**src/rtl/bgm_output_mixer.sv**
```systemverilog
// Output stage for the BGM generator: recovers tone amplitudes from PWM lines,
// mixes them with fade/duck/volume gain and drives the speaker via sigma-delta.
`timescale 1ns/1ps
module bgm_output_mixer #(
    parameter int MELODY_WT  = 2,
    parameter int BASS_WT    = 1,
    parameter int DUCK_LEVEL = 64,
    parameter int FADE_TICK  = 390625
) (
    input  logic       sys_clk,
    input  logic       sys_rst_n,
    input  logic       melody_in,
    input  logic       bass_in,
    input  logic       sfx_in,
    input  logic       sfx_active,
    input  logic       play_req,
    input  logic       stop_req,
    input  logic [7:0] master_vol,
    output logic       audio_pwm,
    output logic       amp_en,
    output logic       seq_rst_n,
    output logic       fade_busy,
    output logic [1:0] state
);

    localparam logic [1:0] ST_IDLE     = 2'd0;
    localparam logic [1:0] ST_FADE_IN  = 2'd1;
    localparam logic [1:0] ST_PLAY     = 2'd2;
    localparam logic [1:0] ST_FADE_OUT = 2'd3;

    localparam int              TICK_W    = (FADE_TICK > 1) ? $clog2(FADE_TICK) : 1;
    localparam logic [TICK_W-1:0] TICK_LAST = TICK_W'(FADE_TICK - 1);
    localparam logic [TICK_W-1:0] TICK_ONE  = TICK_W'(1);
    localparam logic [7:0]      DUCK_GAIN = 8'(DUCK_LEVEL);

    function automatic logic [9:0] sat10(input logic [18:0] x);
        return (x > 19'd1023) ? 10'd1023 : x[9:0];
    endfunction

    logic [7:0]        win_cnt_q, win_cnt_d;
    logic [8:0]        m_cnt_q, m_cnt_d, b_cnt_q, b_cnt_d, s_cnt_q, s_cnt_d;
    logic [8:0]        m_inc, b_inc, s_inc;
    logic [8:0]        m_s_q, m_s_d, b_s_q, b_s_d, s_s_q, s_s_d;
    logic              cap;
    logic              vld_p0_q, vld_p1_q, vld_p2_q;
    logic [9:0]        music_p1_q, music_p1_d;
    logic [7:0]        gain_p1_q, gain_p1_d;
    logic [8:0]        s_p1_q;
    logic [10:0]       mix_p2_q, mix_p2_d;
    logic [9:0]        sample_q, sample_d;
    logic [9:0]        acc_q, acc_d;
    logic [10:0]       mod_sum;
    logic              pwm_q, pwm_d;
    logic [1:0]        state_q, state_d;
    logic [7:0]        fade_q, fade_d;
    logic [TICK_W-1:0] tick_q, tick_d;
    logic              tick_hit;
    logic              amp_en_q, seq_rst_n_q, fade_busy_q;

    // Amplitude windows: counts include the input of the capture cycle itself
    always_comb begin
        win_cnt_d = win_cnt_q + 8'd1;
        cap       = (win_cnt_q == 8'hFF);
        m_inc     = m_cnt_q + {8'd0, melody_in};
        b_inc     = b_cnt_q + {8'd0, bass_in};
        s_inc     = s_cnt_q + {8'd0, sfx_in};
        m_cnt_d   = cap ? 9'd0 : m_inc;
        b_cnt_d   = cap ? 9'd0 : b_inc;
        s_cnt_d   = cap ? 9'd0 : s_inc;
        m_s_d     = cap ? m_inc : m_s_q;
        b_s_d     = cap ? b_inc : b_s_q;
        s_s_d     = cap ? s_inc : s_s_q;
    end

    // S1: weighted music sum and fade/duck gain
    always_comb begin
        music_p1_d = sat10(19'(m_s_q) * 19'(MELODY_WT) + 19'(b_s_q) * 19'(BASS_WT));
        gain_p1_d  = (sfx_active && (fade_q > DUCK_GAIN)) ? DUCK_GAIN : fade_q;
    end

    // S2: apply gain to music only, then add the unscaled effect level
    always_comb begin
        mix_p2_d = 11'((18'(music_p1_q) * 18'(gain_p1_q)) >> 8) + 11'(s_p1_q);
    end

    // S3: master volume with saturation to the modulator range
    always_comb begin
        sample_d = sat10((19'(mix_p2_q) * 19'(master_vol)) >> 8);
    end

    // First-order sigma-delta; silenced as soon as the FSM heads to IDLE
    always_comb begin
        mod_sum = {1'b0, acc_q} + {1'b0, sample_q};
        if (state_d == ST_IDLE) begin
            acc_d = 10'd0;
            pwm_d = 1'b0;
        end else begin
            acc_d = mod_sum[9:0];
            pwm_d = mod_sum[10];
        end
    end

    always_comb begin
        state_d  = state_q;
        fade_d   = fade_q;
        tick_d   = '0;
        tick_hit = (tick_q == TICK_LAST);
        case (state_q)
            ST_IDLE: begin
                fade_d = 8'd0;
                if (play_req && !stop_req) state_d = ST_FADE_IN;
            end
            ST_FADE_IN: begin
                if (stop_req) begin
                    state_d = ST_FADE_OUT;
                end else if (fade_q == 8'd255) begin
                    state_d = ST_PLAY;
                end else if (tick_hit) begin
                    fade_d = fade_q + 8'd1;
                    if (fade_q == 8'd254) state_d = ST_PLAY;
                end else begin
                    tick_d = tick_q + TICK_ONE;
                end
            end
            ST_PLAY: begin
                fade_d = 8'd255;
                if (stop_req) state_d = ST_FADE_OUT;
            end
            default: begin
                // Stop wins over a simultaneous play, so only a lone play re-enters FADE_IN
                if (play_req && !stop_req) begin
                    state_d = ST_FADE_IN;
                end else if (fade_q == 8'd0) begin
                    state_d = ST_IDLE;
                end else if (tick_hit) begin
                    fade_d = fade_q - 8'd1;
                    if (fade_q == 8'd1) state_d = ST_IDLE;
                end else begin
                    tick_d = tick_q + TICK_ONE;
                end
            end
        endcase
    end

    always_ff @(posedge sys_clk or negedge sys_rst_n) begin
        if (!sys_rst_n) begin
            win_cnt_q   <= 8'd0;
            m_cnt_q     <= 9'd0;
            b_cnt_q     <= 9'd0;
            s_cnt_q     <= 9'd0;
            m_s_q       <= 9'd0;
            b_s_q       <= 9'd0;
            s_s_q       <= 9'd0;
            vld_p0_q    <= 1'b0;
            vld_p1_q    <= 1'b0;
            vld_p2_q    <= 1'b0;
            music_p1_q  <= 10'd0;
            gain_p1_q   <= 8'd0;
            s_p1_q      <= 9'd0;
            mix_p2_q    <= 11'd0;
            sample_q    <= 10'd0;
            acc_q       <= 10'd0;
            pwm_q       <= 1'b0;
            state_q     <= ST_IDLE;
            fade_q      <= 8'd0;
            tick_q      <= '0;
            amp_en_q    <= 1'b0;
            seq_rst_n_q <= 1'b0;
            fade_busy_q <= 1'b0;
        end else begin
            win_cnt_q <= win_cnt_d;
            m_cnt_q   <= m_cnt_d;
            b_cnt_q   <= b_cnt_d;
            s_cnt_q   <= s_cnt_d;
            m_s_q     <= m_s_d;
            b_s_q     <= b_s_d;
            s_s_q     <= s_s_d;
            vld_p0_q  <= cap;
            vld_p1_q  <= vld_p0_q;
            vld_p2_q  <= vld_p1_q;
            if (vld_p0_q) begin
                music_p1_q <= music_p1_d;
                gain_p1_q  <= gain_p1_d;
                s_p1_q     <= s_s_q;
            end
            if (vld_p1_q) mix_p2_q <= mix_p2_d;
            if (vld_p2_q) sample_q <= sample_d;
            acc_q       <= acc_d;
            pwm_q       <= pwm_d;
            state_q     <= state_d;
            fade_q      <= fade_d;
            tick_q      <= tick_d;
            amp_en_q    <= (state_d != ST_IDLE);
            seq_rst_n_q <= (state_d != ST_IDLE);
            fade_busy_q <= (state_d == ST_FADE_IN) || (state_d == ST_FADE_OUT);
        end
    end

    assign audio_pwm = pwm_q;
    assign amp_en    = amp_en_q;
    assign seq_rst_n = seq_rst_n_q;
    assign fade_busy = fade_busy_q;
    assign state     = state_q;

endmodule

```
**config.mk**
```make
export PLATFORM = sky130hd
export DESIGN_NAME = bgm_output_mixer
export DESIGN_NICKNAME = d
export VERILOG_FILES = /design/src/rtl/bgm_output_mixer.sv
export SDC_FILE = /design/constraint.sdc
export NUM_CORES = 1
export LEC_CHECK = 0
export ABC_AREA = 1
export BUFFER_PORTS_ARGS = -buffer_cell sky130_fd_sc_hd__buf_2
export CAP_MARGIN = 20
export CORE_MARGIN = 3
export CORE_UTILIZATION = 40
export CTS_CLUSTER_DIAMETER = 40
export DETAILED_ROUTE_END_ITERATION = 16
export PLACE_DENSITY = 0.63
export SKIP_CTS_REPAIR_TIMING = 1
export SLEW_MARGIN = 10
export SYNTH_ARGS = -nofsm -noshare
export SYNTH_HDL_FRONTEND = slang
export SYNTH_SLANG_ARGS = --single-unit
```
**constraint.sdc**
```tcl
create_clock -name sys_clk -period 6.2 [get_ports sys_clk]
set_clock_uncertainty 0.05 [all_clocks]
set_input_delay 0.31 -clock sys_clk [delete_from_list [all_inputs] [get_ports sys_clk]]
set_output_delay 0.31 -clock sys_clk [all_outputs]
set_load 0.01 [all_outputs]
```
### Yosys cells after proc, flatten, opt, wreduce, memory -nomap -nowiden

Cells that the tools add are included.

* magnitude comparators: 3
* $mul: 2
* reductions and logical operators: 11
* $add $sub $neg: 10
* equal/unequal tests: 14
* mux-type cells: 32

Operators with widths (number)
* $mux 19: 5
* $mux 8: 7
* $pmux 19 s2: 1
* $mux 10: 3
* $add 9x1->9: 3
* $mux 9: 3
* $eq 8x8->1 const B: 3
* $pmux 8 s3: 1
* $add 10x9->11: 2
* $gt 11x10->1 const B: 2
* $mux 2: 10
* $add 19x1->19 const B: 1
* $eq 19x19->1 const B: 1
* $mul 11x8->19: 1
* $mul 10x8->18: 1
* $add 8x1->8 const B: 2
* $add 10x10->11: 1
* $eq 8x1->1 const B: 1
* $gt 8x7->1 const B: 1
* $logic_not 8->1: 1
* $ne 4x1->1 const B: 2
* $sub 8x1->8 const B: 1
* $ne 2x2->1 const B: 3
* $pmux 2 s3: 1
* 11 further kinds: 15

* register bits after elaboration: 155
* input bits: 16
* output and inout port bits: 6
* logic and storage cells: 94

### Logic depth before layout (Yosys ltp)

* word-level depth: 8
* depth in mapped cells: 32
* depth with buffers taken out: 31

### Worst setup path before layout

No wires, ideal clock.

* path kind: reg2reg
* start: register gain_p1_q[7]
* end: register mix_p2_q[6]
* library setup time: 83 ps
* required time: 6067 ps
* data arrival time: 5085 ps
* buffers on the path: 1
* slack: 982 ps
* cell stages (with the launch flop): 25
* period minus slack after synthesis: 5218 ps
* cell sequence: dfrtp_1 > clkbuf_1 > nand2_1 > fa_1 > fa_1 > inv_1 > fa_1 > inv_1 > fa_1 > inv_1 > ha_1 > a21oi_1 > o21a_1 > nand2_1 > xor2_1 > ha_1 > fa_1 > nand2_1 > inv_1 > o21ai_0 > nand2_1 > nand3_1 > nand3_1 > xor2_1 > o21ai_0

* word-level cells in the longest chain between the ends: 2

Ends and longest elaborated chain
* from (decl): line 47 `logic [7:0] gain_p1_q, gain_p1_d;`
* from (signal assigned): line 183 `gain_p1_q <= gain_p1_d;`
* $mul 10x8->18: line 83 `mix_p2_d = 11'((18'(music_p1_q) * 18'(gain_p1_q)) >> 8) + 11'(s_p1_q);`
* $add 10x9->11: line 83
* to (signal assigned): line 186 `if (vld_p1_q) mix_p2_q <= mix_p2_d;`
* to (decl): line 49 `logic [10:0] mix_p2_q, mix_p2_d;`

Every way passes these cells.
A chain may end at the register's enable or synchronous reset.

### Worst setup path after layout

* start: register gain_p1_q[6]
* end: register mix_p2_q[10]

The elaborated chain is that of the path after synthesis.

==> flow_summary.toml <==
[routing]
ant_nets = 0
first_iter_violations = 602
drc = 0
routedWlPerCell_um = 12.60
via_count = 10750
routed_wl_mm = 28.42
avgViaCountPerCell = 4.768
drt_pre_antenna_iters = 5

[die]
num_rows = 67
die_y_um = 192.1
die_area_um2 = 36890
die_w_um = 192.1
io_pins = 22
core_area_um2 = 33780
start_util_pct = 40.99

[synthesis]
synth_seq_area_share_pct = 27.83
ys_types = 49
synth_cells = 1811
synth_top_area_share_pct = 27.83
synth_ff_type = "dfrtp_1"
syn_area_per_cell_um2 = 7.646
syn-num-nets = 2044
synth_area_um2 = 13850
synth_edf_count = 0
synth.most_common_cell = "nand2_1"
ys_warn_count = 0
synth_area_leaders = "dfrtp_1 (28%), fa_1 (15%), nand2_1 (13%)"
synth_top_area_cell = "dfrtp_1"
synthTopCellsByCount = "nand2_1 (465), inv_1 (360), dfrtp_1 (154)"
async_flop_share_pct = 100.0
ys_ff_latch = 154

[sta]
relSlewSlack_pct = 39.16
tightest_slew_ps = 911.6
hold_viol = 0
max_clock_freq_ghz = 0.1805
setup_viol = 0
finalSetupTns_ps = 0
fin_crit_ps = 5539
drv_slew = 0
fin_crit_sh_pct = 89.34
rsz0062_at_grt = "false"

[cts]
clkTransAtPathRegs_ps = 70
cts_buffers = 17
cts_tree = "done"
root_buffer = "clkbuf_16"
insertion_delay_ps = 440
cts_htree_levels = 4
max-clock-path-buffers = 2
clkSinkCount = 154

[outcome]
status = "complete, no violations"

[critical_path]
worstPathArrival_ps = 5820
cp_max_fo = 11
crit_family = "adder cells"
critPathSlowestCell = "dfrtp_1"
crit_buf_inv = 4
r2r_setup_slack_ps = 660
required_ps = 6480
cp_common_cell = "nand2_1"
slowest_delay_ps = 550
critPathKind = "reg -> reg"
crit_path_start_kind = "flop"
end_kind = "flop"

[placed_design]
place_congestion = 0.8914
io_buffers = 21
hpwl_mm = 22.45

[global_routing]
antenna_found_initial = 0
grtUsageTotal_pct = 16.46
grt.overflow.total = 0
grt_pass1_wl_mm = 50.09
met2_usage_pct = 28.24
grt_pass1_vias = 10830
grt.busiest_layer = "met2"
grt_start_max_net_pins = 89
use_met1_pct = 21.73
use_met3_pct = 2.190

[run]
cap_viol_max_count = 0

[hold_path]
hp-class = "in -> reg"

[layout]
final_nets = 2027
n_antenna_cell = 0
multi_input_area_um2 = 8268
seq_area_um2 = 3854
final.fill_count = 3367
area_growth_pct = 7.626
drive_gt1_share_pct = 7.250

[power]
p_total_mw = 3.265
ir_drop_uv = 262.3
p_leak_nw = 8.671
p_per_area_nw_per_um2 = 219.1
## final timing paths
check | cells after the start | from | to
max | 25 | gain_p1_q[6] | mix_p2_q[10]
min | 2 | sfx_active | gain_p1_q[7]
max reg2reg | 25 | gain_p1_q[6] | mix_p2_q[10]
min reg2reg | 1 | win_cnt_q[0] | win_cnt_q[0]
max in group asynchronous | 3 | sys_rst_n | b_cnt_q[1]
min in group asynchronous | 2 | sys_rst_n | sample_q[8]
## sequential cells by signal, summed over array words and instances, names as in the netlist, 9 cells and up
| name | flops |
|---|---|
| s_cnt_q | 9 |
| m_cnt_q | 9 |
| acc_q | 10 |
| mix_p2_q | 11 |
| tick_q | 19 |
| s_p1_q | 9 |
| music_p1_q | 10 |
| sample_q | 10 |
| b_cnt_q | 9 |
| m_s_q | 9 |
| b_s_q | 9 |
| s_s_q | 9 |
## metal layers
layer / wire, um / up-vias
met5: 0 / -
met3: 787 / 32
li1: - / 5460
met2: 13730 / 151
met4: 446 / 0
met1: 13460 / 5109
## logic make-up after synthesis
| family | synth area share (%) |
|---|---|
| adder cells (fa/ha/maj) | 25.19 |
| flip-flops | 27.83 |
| XOR/XNOR | 3.922 |
| AND/OR/NAND/NOR | 23.60 |
| buffers and inverters | 12.50 |
| AO/OA/AOI/OAI | 6.958 |
## cell usage in the layout, fill, tap and decap left out, drive strengths merged, types with 2 or more instances in the layout
cell      netlist  final
nand3          83     83
o21bai          4      4
a21oi          69     69
ha            114    114
xnor2          27     27
o21ai          73     73
dfrtp         154    154
a31oi          11     11
and3            2      2
clkinv          1      5
o211ai          4      4
clkbuf         45     19
nand2         483    483
nor3           15     15
nand3b          5      5
o31ai           3      3
inv           383    385
a21o            2      2
nor4            2      2
clkinvlp        0      3
bufinv          0      4
fa            103    103
and2            3      3
o21a            4      4
nor3b           7      7
nand4          19     19
nor2          134    134
buf            16     24
or2             4      4
xor2           35     35
## metrics by stage
stage | util, % | std cells | cell area (um^2) | hold WS [ps] | worst slack, ps
6_report | 44.11 | 2255 | 14900 | 29.34 | 661.0
5_1_grt | 44.11 | 2255 | 14900 | 12.96 | 323.2
4_1_cts | 44.08 | 2254 | 14890 | -72.65 | 673.0
3_5_place_dp | 42.21 | 2222 | 14260 | 401.7 | 680.1
3_3_place_gp | 42.21 | 2222 | 14260 | 391.9 | 794.4
2_1_floorplan | - | 1811 | 13850 | -35.59 | 982.5
## report_power, final
group,leakage (nW),internal [mW],switching [mW],total [mW]
logic,6.52,0.320,0.553,0.873
registers,1.85,1.14,0.126,1.27
clock network,0.300,0.688,0.437,1.12
## final cells by class
type / count / area share, %
multi-input cells: 1212 / 55.48
clock inverters: 13 / 1.285
well taps: 448 / 3.761
flip-flops and latches: 154 / 25.86
repair buffers: 25 / 0.9655
clock buffers: 19 / 2.972
inverters: 384 / 9.680
No activity file was read; power rests on OpenSTA's default activity.
